--- config.mk ---
export PLATFORM = sky130hd
export DESIGN_NAME = mult_div_unit_flat
export DESIGN_NICKNAME = d
export VERILOG_FILES = /design/src/rtl/mult_div_unit_if.sv /design/src/rtl/mult_div_unit.sv /design/src/flat_wrapper.sv
export SDC_FILE = /design/constraint.sdc
export NUM_CORES = 1
export LEC_CHECK = 0
export ABC_CLOCK_PERIOD_IN_PS = 4700
export BUFFER_PORTS_ARGS = -buffer_cell sky130_fd_sc_hd__buf_2
export CORE_AREA = 2 2 196 198
export DETAILED_ROUTE_END_ITERATION = 10
export DIE_AREA = 0 0 198 200
export SKIP_CTS_REPAIR_TIMING = 1
export SLEW_MARGIN = 20
export SYNTH_ARGS = -nofsm -noshare
export SYNTH_HDL_FRONTEND = slang
export SYNTH_SLANG_ARGS = --single-unit
--- constraint.sdc ---
create_clock -name clk -period 4.7 [get_ports clk]
set_clock_uncertainty 0.1 [all_clocks]
set_input_delay 0.94 -clock clk [delete_from_list [all_inputs] [get_ports clk]]
set_output_delay 0.94 -clock clk [all_outputs]
set_load 0.02 [all_outputs]
--- src/rtl/mult_div_unit_if.sv ---
// Operand, control and result bundle between the MIPS datapath and the HI/LO
// multiply/divide unit.
interface mult_div_unit_if #(
  parameter int WIDTH = 32
);
  logic             start;
  logic [1:0]       op;
  logic [WIDTH-1:0] srcA;
  logic [WIDTH-1:0] srcB;
  logic             hiWrite;
  logic             loWrite;
  logic [WIDTH-1:0] wrData;
  logic             busy;
  logic             done;
  logic [WIDTH-1:0] hi;
  logic [WIDTH-1:0] lo;

  modport master (
    output start, op, srcA, srcB, hiWrite, loWrite, wrData,
    input  busy, done, hi, lo
  );

  modport slave (
    input  start, op, srcA, srcB, hiWrite, loWrite, wrData,
    output busy, done, hi, lo
  );
endinterface

--- src/rtl/mult_div_unit.sv ---
// Iterative HI/LO multiply/divide unit: one shift-add or restoring
// shift-subtract step per clock on operand magnitudes, sign fix-up at the end.
module mult_div_unit #(
  parameter int WIDTH = 32
) (
  input logic             clk,
  input logic             reset,
  mult_div_unit_if.slave  bus
);
  localparam int CW = $clog2(WIDTH);

  typedef enum logic [1:0] {S_IDLE, S_CALC, S_FIX, S_DONE} state_t;

  state_t           r_state;
  state_t           w_next;
  logic [CW-1:0]    r_cnt;
  logic             r_op_div;
  logic             r_sgn_q;
  logic             r_sgn_r;
  logic             r_bz;
  logic [WIDTH-1:0] r_hi;
  logic [WIDTH-1:0] r_lo;
  logic [WIDTH-1:0] r_a;
  logic [WIDTH-1:0] r_rem;
  logic [WIDTH-1:0] r_q;

  logic             w_open;
  logic             w_accept;
  logic             w_signed;
  logic             w_neg_a;
  logic             w_neg_b;
  logic [WIDTH-1:0] w_abs_a;
  logic [WIDTH-1:0] w_abs_b;
  logic [WIDTH:0]   w_msum;
  logic [WIDTH:0]   w_dshift;
  logic             w_dge;
  logic [WIDTH-1:0] w_ddiff;
  logic [2*WIDTH-1:0] w_prod;
  logic [2*WIDTH-1:0] w_prod_fix;
  logic [WIDTH-1:0] w_quo;
  logic [WIDTH-1:0] w_rem;

  assign w_open   = (r_state == S_IDLE) || (r_state == S_DONE);
  assign w_accept = w_open && bus.start;
  assign w_signed = ~bus.op[0];
  assign w_neg_a  = w_signed & bus.srcA[WIDTH-1];
  assign w_neg_b  = w_signed & bus.srcB[WIDTH-1];
  assign w_abs_a  = w_neg_a ? -bus.srcA : bus.srcA;
  assign w_abs_b  = w_neg_b ? -bus.srcB : bus.srcB;

  // Multiply: r_rem:r_q is the running product, r_q shifts the multiplier out.
  assign w_msum   = {1'b0, r_rem} + {1'b0, (r_q[0] ? r_a : '0)};
  // Divide: r_q shifts the dividend out and the quotient in.
  assign w_dshift = {r_rem, r_q[WIDTH-1]};
  assign w_dge    = (w_dshift >= {1'b0, r_a});
  assign w_ddiff  = w_dshift[WIDTH-1:0] - r_a;

  assign w_prod     = {r_rem, r_q};
  assign w_prod_fix = r_sgn_q ? -w_prod : w_prod;
  assign w_quo      = r_bz ? '1 : (r_sgn_q ? -r_q : r_q);
  assign w_rem      = r_sgn_r ? -r_rem : r_rem;

  always_ff @(posedge clk or negedge reset) begin
    if (!reset) r_state <= S_IDLE;
    else        r_state <= w_next;
  end

  always_comb begin
    w_next = r_state;
    case (r_state)
      S_IDLE:  if (bus.start) w_next = S_CALC;
      S_CALC:  if (r_cnt == CW'(WIDTH-1)) w_next = S_FIX;
      S_FIX:   w_next = S_DONE;
      S_DONE:  w_next = bus.start ? S_CALC : S_IDLE;
      default: w_next = S_IDLE;
    endcase
  end

  always_ff @(posedge clk or negedge reset) begin
    if (!reset) begin
      r_cnt    <= '0;
      r_op_div <= 1'b0;
      r_sgn_q  <= 1'b0;
      r_sgn_r  <= 1'b0;
      r_bz     <= 1'b0;
      r_hi     <= '0;
      r_lo     <= '0;
    end else begin
      if (w_accept) begin
        r_cnt    <= '0;
        r_op_div <= bus.op[1];
        r_sgn_q  <= w_signed & (bus.srcA[WIDTH-1] ^ bus.srcB[WIDTH-1]);
        r_sgn_r  <= w_neg_a;
        r_bz     <= (bus.srcB == '0);
      end else if (r_state == S_CALC) begin
        r_cnt <= r_cnt + CW'(1);
      end

      // A start in the same cycle as MTHI/MTLO drops the write.
      if (r_state == S_FIX) begin
        if (r_op_div) begin
          r_hi <= w_rem;
          r_lo <= w_quo;
        end else begin
          r_hi <= w_prod_fix[2*WIDTH-1:WIDTH];
          r_lo <= w_prod_fix[WIDTH-1:0];
        end
      end else if (w_open && !bus.start) begin
        if (bus.hiWrite) r_hi <= bus.wrData;
        if (bus.loWrite) r_lo <= bus.wrData;
      end
    end
  end

  always_ff @(posedge clk) begin
    if (w_accept) begin
      r_a   <= bus.op[1] ? w_abs_b : w_abs_a;
      r_q   <= bus.op[1] ? w_abs_a : w_abs_b;
      r_rem <= '0;
    end else if (r_state == S_CALC) begin
      if (r_op_div) begin
        r_rem <= w_dge ? w_ddiff : w_dshift[WIDTH-1:0];
        r_q   <= {r_q[WIDTH-2:0], w_dge};
      end else begin
        r_rem <= w_msum[WIDTH:1];
        r_q   <= {w_msum[0], r_q[WIDTH-1:1]};
      end
    end
  end

  assign bus.busy = (r_state == S_CALC) || (r_state == S_FIX);
  assign bus.done = (r_state == S_DONE);
  assign bus.hi   = r_hi;
  assign bus.lo   = r_lo;
endmodule

--- src/flat_wrapper.sv ---
// flat-port wrapper written by rule: the top's interface ports become plain ports
module mult_div_unit_flat 
#(
  parameter int WIDTH = 32
)
  (clk, reset, bus_start, bus_op, bus_srcA, bus_srcB, bus_hiWrite, bus_loWrite, bus_wrData, bus_busy, bus_done, bus_hi, bus_lo);
  mult_div_unit_if #(.WIDTH(WIDTH)) bus_i ();
  input logic clk;
  input logic reset;
  input wire logic [$bits(bus_i.start)-1:0] bus_start;
  input wire logic [$bits(bus_i.op)-1:0] bus_op;
  input wire logic [$bits(bus_i.srcA)-1:0] bus_srcA;
  input wire logic [$bits(bus_i.srcB)-1:0] bus_srcB;
  input wire logic [$bits(bus_i.hiWrite)-1:0] bus_hiWrite;
  input wire logic [$bits(bus_i.loWrite)-1:0] bus_loWrite;
  input wire logic [$bits(bus_i.wrData)-1:0] bus_wrData;
  output wire logic [$bits(bus_i.busy)-1:0] bus_busy;
  output wire logic [$bits(bus_i.done)-1:0] bus_done;
  output wire logic [$bits(bus_i.hi)-1:0] bus_hi;
  output wire logic [$bits(bus_i.lo)-1:0] bus_lo;
  assign bus_i.start = bus_start;
  assign bus_i.op = bus_op;
  assign bus_i.srcA = bus_srcA;
  assign bus_i.srcB = bus_srcB;
  assign bus_i.hiWrite = bus_hiWrite;
  assign bus_i.loWrite = bus_loWrite;
  assign bus_i.wrData = bus_wrData;
  assign bus_busy = bus_i.busy;
  assign bus_done = bus_i.done;
  assign bus_hi = bus_i.hi;
  assign bus_lo = bus_i.lo;
  mult_div_unit #(.WIDTH(WIDTH)) u_core (.clk(clk), .reset(reset), .bus(bus_i));
endmodule
# Yosys cells after proc, flatten, opt, wreduce, memory -nomap -nowiden
# Index checks and enable logic that the tools add are counted.
# totals
input_bits,103
output_inout_bits,66
word_cells,73
register_bits,171
# classes
n_lt_le_gt_ge,1
n_bitwise,5
reduce_logical,14
n_eq_ne,6
muxes,28
n_addsub,8
# ops
operator,count
two-way mux 32 bit,21
negator 32 bit,4
two-way mux 64 bit,1
negator 64 bit,1
adder 32 x 32 -> 33 bit,1
greater-or-equal comparator 33 x 32 -> 1 bit,1
logical NOT 32 bit,1
subtractor 32 bit,1
two-way mux 5 bit,2
one-hot mux 2 bit (4 select lines),1
nonzero test 2 bit,4
AND reduction 2 bit,3
adder 5 x 1 -> 5 bit (second input constant),1
equality test 5 bit (second input constant),1
equality test 2 bit (second input constant),2
two-way mux 2 bit,2
AND 1 bit,3
equality test 2 x 1 -> 1 bit (second input constant),1
logical AND 1 bit,2
logical NOT 2 bit,1
logical OR 1 bit,2
!= test 2 x 1 -> 1 bit (second input constant),1
!= test 2 bit (second input constant),1
logical NOT 1 bit,1
other kinds (3),3

# Longest topological paths before layout
# Gate-level depths: netlist of run 1.
# depth
depth_word,5
depth_mapped,14
depth_no_buf,12

# Worst setup path before layout of run 1
# OpenSTA, ideal clock, no wires.
# synth_path
path_type,in2reg
from,input bus_srcA[18]
to,register u_core.r_q[29] (data pin)
t_required_ps,4332
path_buffers,0
path_stages,9
arrival_ps,3067
path_slack_ps,1264
setup_ps,268
path_cell_list,or4_4 > or4_4 > nor4_1 > nand2_1 > o41ai_2 > xor2_1 > mux2i_1 > nand2_1 > o21ai_0
# synth_between
elab_chain_cells,4
# synth_lines
element,line_no,source
from (decl),flat_wrapper.sv:12,input wire logic [$bits(bus_i.srcA)-1:0] bus_srcA;
negator 32 bit,mult_div_unit.sv:48,assign w_abs_a = w_neg_a ? -bus.srcA : bus.srcA;
two-way mux 32 bit,mult_div_unit.sv:48,
two-way mux 32 bit,mult_div_unit.sv:118,r_q <= bus.op[1] ? w_abs_a : w_abs_b;
two-way mux 32 bit,mult_div_unit.sv:116,if (w_accept) begin
to (signal assigned),mult_div_unit.sv:118,
to (signal assigned),mult_div_unit.sv:123,"r_q <= {r_q[WIDTH-2:0], w_dge};"
to (signal assigned),mult_div_unit.sv:126,"r_q <= {w_msum[0], r_q[WIDTH-1:1]};"
to (decl),mult_div_unit.sv:25,logic [WIDTH-1:0] r_q;
# Every way passes these cells.
# A chain may end at the register's enable or synchronous reset.

# Final worst setup path of run 1
# layout_path
from,register u_core.r_a[20]
to,register u_core.r_rem[25]
# layout_between
elab_chain_cells,3
word_cells_on_any_way,6
cone_classes,add/sub: 2; order compare: 1; mux: 3
# layout_lines
element,line_no,source
from (decl),mult_div_unit.sv:23,logic [WIDTH-1:0] r_a;
from (signal assigned),mult_div_unit.sv:117,r_a <= bus.op[1] ? w_abs_b : w_abs_a;
two-way mux 32 bit (tied with other cells),mult_div_unit.sv:52,"assign w_msum = {1'b0, r_rem} + {1'b0, (r_q[0] ? r_a : '0)};"
adder 32 x 32 -> 33 bit / two-way mux 32 bit (equally long branches),"mult_div_unit.sv:52, mult_div_unit.sv:122",
two-way mux 32 bit *,mult_div_unit.sv:121,if (r_op_div) begin
to (signal assigned),mult_div_unit.sv:122,r_rem <= w_dge ? w_ddiff : w_dshift[WIDTH-1:0];
to (signal assigned),mult_div_unit.sv:125,r_rem <= w_msum[WIDTH:1];
to (decl),mult_div_unit.sv:24,logic [WIDTH-1:0] r_rem;
# Every way passes the cells marked *; elsewhere a longest branch is shown, timed or not.

==> results.toml, run 1 <==
[outcome]
status = "finished clean"

[yosys]
synth-compound-area-share = 0.227
synth_fa_ha_area_frac = 0.0661
synth.area.mux_share = 0.0963
synthCells = 1749
synth_top_flop_cell = "dfrtp_1"
ys_types = 78
synth_nets = 1929
synth_enable_flop_cells = 64
synth_top_family_by_area = "compound AO/OA/AOI/OAI gates"
synthXorXnorAreaFrac = 0.102
ys_seq_area_frac = 0.300
synth_async_sr_flop_share = 0.439
netlist_area_um2 = 14800
avgSynthCellArea_um2 = 8.47
synth-seq-cells = 171
synth-simple-area-share = 0.166
yosysWarningCount = 0

[pwr]
total_power_mw = 12.9
internal-power_mw = 6.24
pwr-share-comb = 0.652
switching_share = 0.516
leakagePower_nw = 7.14
clkPwrFrac = 0.108
p_seq_frac = 0.240
ir_worst_vdd_mv = 0.335
p_per_area_nw_per_um2 = 766
netSwitchingPower_mw = 6.66

[timing]
slew_headroom = 0.309
drv_slew = 0
grt_setup_unrepaired = "false"
setup_ws_ns = 0.773
timing.hold.ws_ns = 0.432
worst_pin_slew_ns = 1.04
finalSetupViolCount = 0
max_freq_mhz = 255
min_period_ns = 3.93
setup_tns_ns = 0
hold_violations = 0
post-route-period-util = 0.836

[floorplan]
io_pins = 169
core_um2 = 37400
dieArea_um2 = 39600
die_h_um = 200
die_w_um = 198
rows = 71
start_util = 0.396

[routing]
via_per_inst = 5.85
vias = 14100
drc = 0
first_pass_iters = 5
postRouteAntennaNets = 0
drt-initial-drc-count = 1117
finalWirelength_um = 51700
post_drt_wl_per_cell_um = 21.5

[finish]
drive_above_1_share = 0.153
fillCellCount = 3740
layout_commonest_cell = "a21oi_1"
syn2layout_area_growth_pct = 13.7
nets = 2061
final_cell_mix = "a21oi_1, buf_2, nor2_1"

[clock_tree]
cts.clk_slew.worst_paths_ns = 0.08
cts_buffers = 17
cts_max_path_buffers = 2
cts_tree = "yes"
clk_latency_ns = 0.45
clock-root-buffer = "clkbuf_16"
clock-sinks = 171
htree_num_levels = 4

[place]
pre_cts_slack_ns = 0.833
port_buffers = 168
gp_congestion = 0.992
dp_hpwl_um = 40400

[critical_path]
critPathRequiredTime_ns = 5.00
critPathMaxStageDelay_ns = 0.59
endpoint_kind = "register"
slowest_stage = "o211a_1"
cp-start-kind = "register"
path_max_fanout = 23
path_class = "register to register"
crit_chain = "inv_1, ha_1, a21oi_1, o21ai_0, or4_1, nor3_2, nor2_1, o211a_1, buf_12, mux2i_1, a2111oi_0, o21a_1"
worstPathArrival_ns = 4.22

[global_route]
grt_max_degree = 72
grt-ovfl-total = 0
grt_pass1_wl_um = 77300
grt_pass1_vias = 13300
grt_usage = 0.258
antenna_found_initial = 4

[run]
drv_cap = 0

[min_path]
min_path_type = "input pin to asynchronous set/reset pin"
==> path summary, 6_finish.rpt <==
kind / slack [ns] / to / cells past startpoint / from
min: 0.43 / u_core.r_state[0] / 1 / reset
min in group clk: 0.45 / u_core.r_cnt[4] / 2 / u_core.r_cnt[4]
max in group asynchronous: 3.20 / u_core.bus.lo[4] / 2 / reset
max reg2reg: 0.77 / u_core.r_rem[25] / 12 / u_core.r_a[20]
max: 0.77 / u_core.r_rem[25] / 12 / u_core.r_a[20]
min reg2reg: 0.45 / u_core.r_cnt[4] / 2 / u_core.r_cnt[4]
==> per-layer routing <==
metal  part of all wire  GRT usage
met2               0.46      0.417
met5            0.00025          0
met3              0.054     0.0373
met1               0.44      0.343
met4              0.045      0.119
==> area by class of cell <==
cell class,count,area (um2),share of cell area
Multi-Input combinational cell,1417,9780,0.581
Sequential cell,171,4440,0.264
Timing Repair Buffer,210,1170,0.0697
Tap cell,511,639,0.0380
Clock buffer,19,454,0.0270
Inverter,64,240,0.0143
Clock inverter,13,109,0.00647
Antenna cell,1,2.50,0.000149
==> registers in the layout (all words and copies together) (netlist names) <==
| name | cells |
|---|---|
| u_core.bus.lo | 32 |
| u_core.r_op_div | 1 |
| u_core.r_sgn_r | 1 |
| u_core.r_rem | 32 |
| u_core.r_state | 2 |
| u_core.r_cnt | 5 |
| u_core.r_bz | 1 |
| u_core.r_sgn_q | 1 |
| u_core.r_a | 32 |
| u_core.bus.hi | 32 |
| u_core.r_q | 32 |
==> critical path: cells and delay by family (launching register included) <==
kind | cells | cell delay [ns]
buf+inv | 2 | 0.45
fa+ha+maj | 1 | 0.34
flops | 1 | 0.37
compound gates | 5 | 1.62
simple gates | 3 | 0.83
mux | 1 | 0.15
==> cells by family (layout without fill, tap and decap cells) <==
kind of cell | Yosys count | in the layout
other | 0 | 1
muxes | 141 | 141
DFF | 171 | 171
buffers and inverters | 161 | 306
and+or+nand+nor | 487 | 487
xor gates and xnor gates | 173 | 173
adders and majority gates | 77 | 77
AOI/OAI and AO/OA | 539 | 539
==> per-stage QoR <==
| stage | cell area, um2 | std cells | utilization |
|---|---|---|---|
| finish | 16800 | 2406 | 0.450 |
| global route | 16800 | 2405 | 0.450 |
| CTS | 16800 | 2405 | 0.450 |
| detailed placement | 16300 | 2373 | 0.435 |
| global placement | 16300 | 2373 | 0.435 |
| floorplan | 14800 | 1749 | - |
==> synth_stat cells (26+ instances only) <==
master,instances,area [um2]
nor3_1,26,130
xnor2_1,93,815
a21oi_1,183,916
nand3_1,26,130
clkbuf_1,68,255
o21ai_0,128,641
a211oi_1,56,420
mux2i_1,129,1290
dfrtp_1,75,1880
dfxtp_1,32,641
ha_1,75,938
a21o_1,31,233
nand2_1,124,465
edfxtp_1,64,1920
inv_1,62,233
xor2_1,80,701
nor2_1,131,492
nor2b_1,52,325
==> power groups by stage <==
stage | sequential, mW | combinational, mW | clock (mW)
floorplan | 3.27 | 5.46 | 0
global placement | 3.09 | 8.24 | 0
detailed placement | 3.11 | 8.28 | 0
CTS | 3.09 | 8.32 | 1.41
global route | 3.18 | 9.17 | 1.47
finish | 3.10 | 8.41 | 1.39
Note: power is estimated with default switching activity, not from simulation.
==> run 2: changes to the inputs <==
ABC_CLOCK_PERIOD_IN_PS = 3450   (was 4700)
clock period = 3.45 ns   (was 4.7 ns; I/O delays follow)
==> run 2 against run 1 <==
Against the previous run:
- hold slack worse by 0.30 ns
- global-route usage is 0.65 points higher
- power is 44% higher
- highest routed layer is now met4
==> results.toml, run 2 (synthesis results as in run 1) <==
[critical_path]
critPathMaxStageDelay_ns = 0.66
critPathRequiredTime_ns = 3.69
worstPathArrival_ns = 3.55
cp-start-kind = "register"
cp_common_cell = "a21oi_1"
r2r-start = "u_core.r_q[31]"
ff2ff_setup_slack_ns = 0.14
path_max_fanout = 3
endpoint_kind = "register"
slowest_stage = "or4b_2"
reg2reg_depth = 13
worstReg2RegEnd = "u_core.r_rem[30]"
path_class = "register to register"
crit_chain = "inv_2, ha_2, fa_2, nand2b_1, a21oi_1, o211ai_1, a21oi_2, buf_4, a31oi_4, a21oi_1, or4b_2, a31oi_2, a21oi_1"

[clock_tree]
clock-sinks = 171
cts_tree = "yes"
cts.clk_slew.worst_paths_ns = 0.08
cts_buffers = 17
clock-root-buffer = "clkbuf_16"
clk_latency_ns = 0.46
htree_num_levels = 4
cts_max_path_buffers = 2

[outcome]
status = "finished clean"

[pwr]
p_per_area_nw_per_um2 = 1050
ir_worst_vdd_mv = 0.362
total_power_mw = 18.6
leakagePower_nw = 7.63

[timing]
hold_violations = 0
slew_headroom = 0.468
finalSetupViolCount = 0
timing.hold.ws_ns = 0.133
min_period_ns = 3.31
max_freq_mhz = 302
post-route-period-util = 0.960
drv_slew = 0
worst_pin_slew_ns = 0.798

[routing]
post_drt_wl_per_cell_um = 21.2
first_pass_iters = 5
postRouteAntennaNets = 0
drc = 0
drt-initial-drc-count = 1272
finalWirelength_um = 52800
via_per_inst = 5.79
vias = 14400

[place]
gp_congestion = 0.985
dp_hpwl_um = 41600
port_buffers = 168
post-place-cells = 2463

[global_route]
grt_pass1_vias = 13900
grt_pass1_wl_um = 79700
antenna_found_initial = 2
grt_max_degree = 76
grt-ovfl-total = 0
grt_usage = 0.265

[finish]
final_cell_mix = "a21oi_1, buf_2, nor2_1"
final_util = 0.473
syn2layout_area_growth_pct = 19.5
layout_commonest_cell = "a21oi_1"
final_cells = 2494
nets = 2151
diodes = 0
drive_above_1_share = 0.202

[floorplan]
die_w_um = 198
rows = 71
core_um2 = 37400
start_util = 0.396
dieArea_um2 = 39600
die_h_um = 200
io_pins = 169

[min_path]
min_path_type = "input pin to asynchronous set/reset pin"

[run]
drv_cap = 0
run 2: cell types whose count changed in the layout (fill, tap and decap cells not counted), sizes merged:
cell	delta
buf	+90
bufinv	+2
clkbuf	+4
clkinv	-4
clkinvlp	-1
diode	-1
inv	-2
run 2: worst max path at each step:
| stage | from | slack (ns) | endpoint | depth (start not counted) |
|---|---|---|---|---|
| 2_1_floorplan | u_core.r_q[0] | 0.08 | u_core.r_rem[13] | 13 |
| 3_3_place_gp | u_core.r_q[0] | 0.1 | u_core.r_rem[13] | 13 |
| 3_5_place_dp | u_core.r_q[0] | 0.04 | u_core.r_rem[13] | 13 |
| 4_1_cts | u_core.r_q[0] | -0.03 | u_core.r_rem[13] | 13 |
| 5_1_grt | u_core.r_q[0] | -0.008 | u_core.r_rem[24] | 15 |
| 6_report | u_core.r_q[31] | 0.14 | u_core.r_rem[30] | 13 |
run 2: area by class of cell:
class / instances / area, um2
fill: 3737 / 19700
multi-input combinational: 1417 / 9880
clock inverter: 8 / 106
clock buffer: 23 / 503
timing repair buffer: 300 / 1890
inverter: 64 / 240
tap: 511 / 639
sequential: 171 / 4440
run 2: metrics by stage:
step	setup TNS, ns	setup slack, ns	area (um2)
final	0	0.138	17700
after detailed placement	0	0.0381	17000
after floorplan	0	0.0753	14800
after CTS	-0.0291	-0.0291	17600
after global placement	0	0.0951	17000
after global routing	-0.00835	-0.00835	17700
run 2: metal layers:
layer  part of all wire  vias to the layer above  routed length, um  global-route usage
li1                   -                     6846                  -                   -
met1               0.45                     7004              23500               0.355
met2               0.46                      517              24200               0.428
met3              0.061                       77               3200              0.0440
met4              0.035                        0               1850               0.102
met5                  0                        -                  0                   0
run 2: critical path: cells and delay by family, from the launching register on:
| family | cells | cell delay, ns |
|---|---|---|
| compound gates | 7 | 1.23 |
| fa+ha+maj | 2 | 0.40 |
| flops | 1 | 0.41 |
| simple gates | 2 | 0.80 |
| buf+inv | 2 | 0.27 |
run 2: power breakdown:
group	internal (mW)	switching (mW)
Combinational	4.84	7.57
Clock	1.18	0.878
Sequential	3.31	0.819
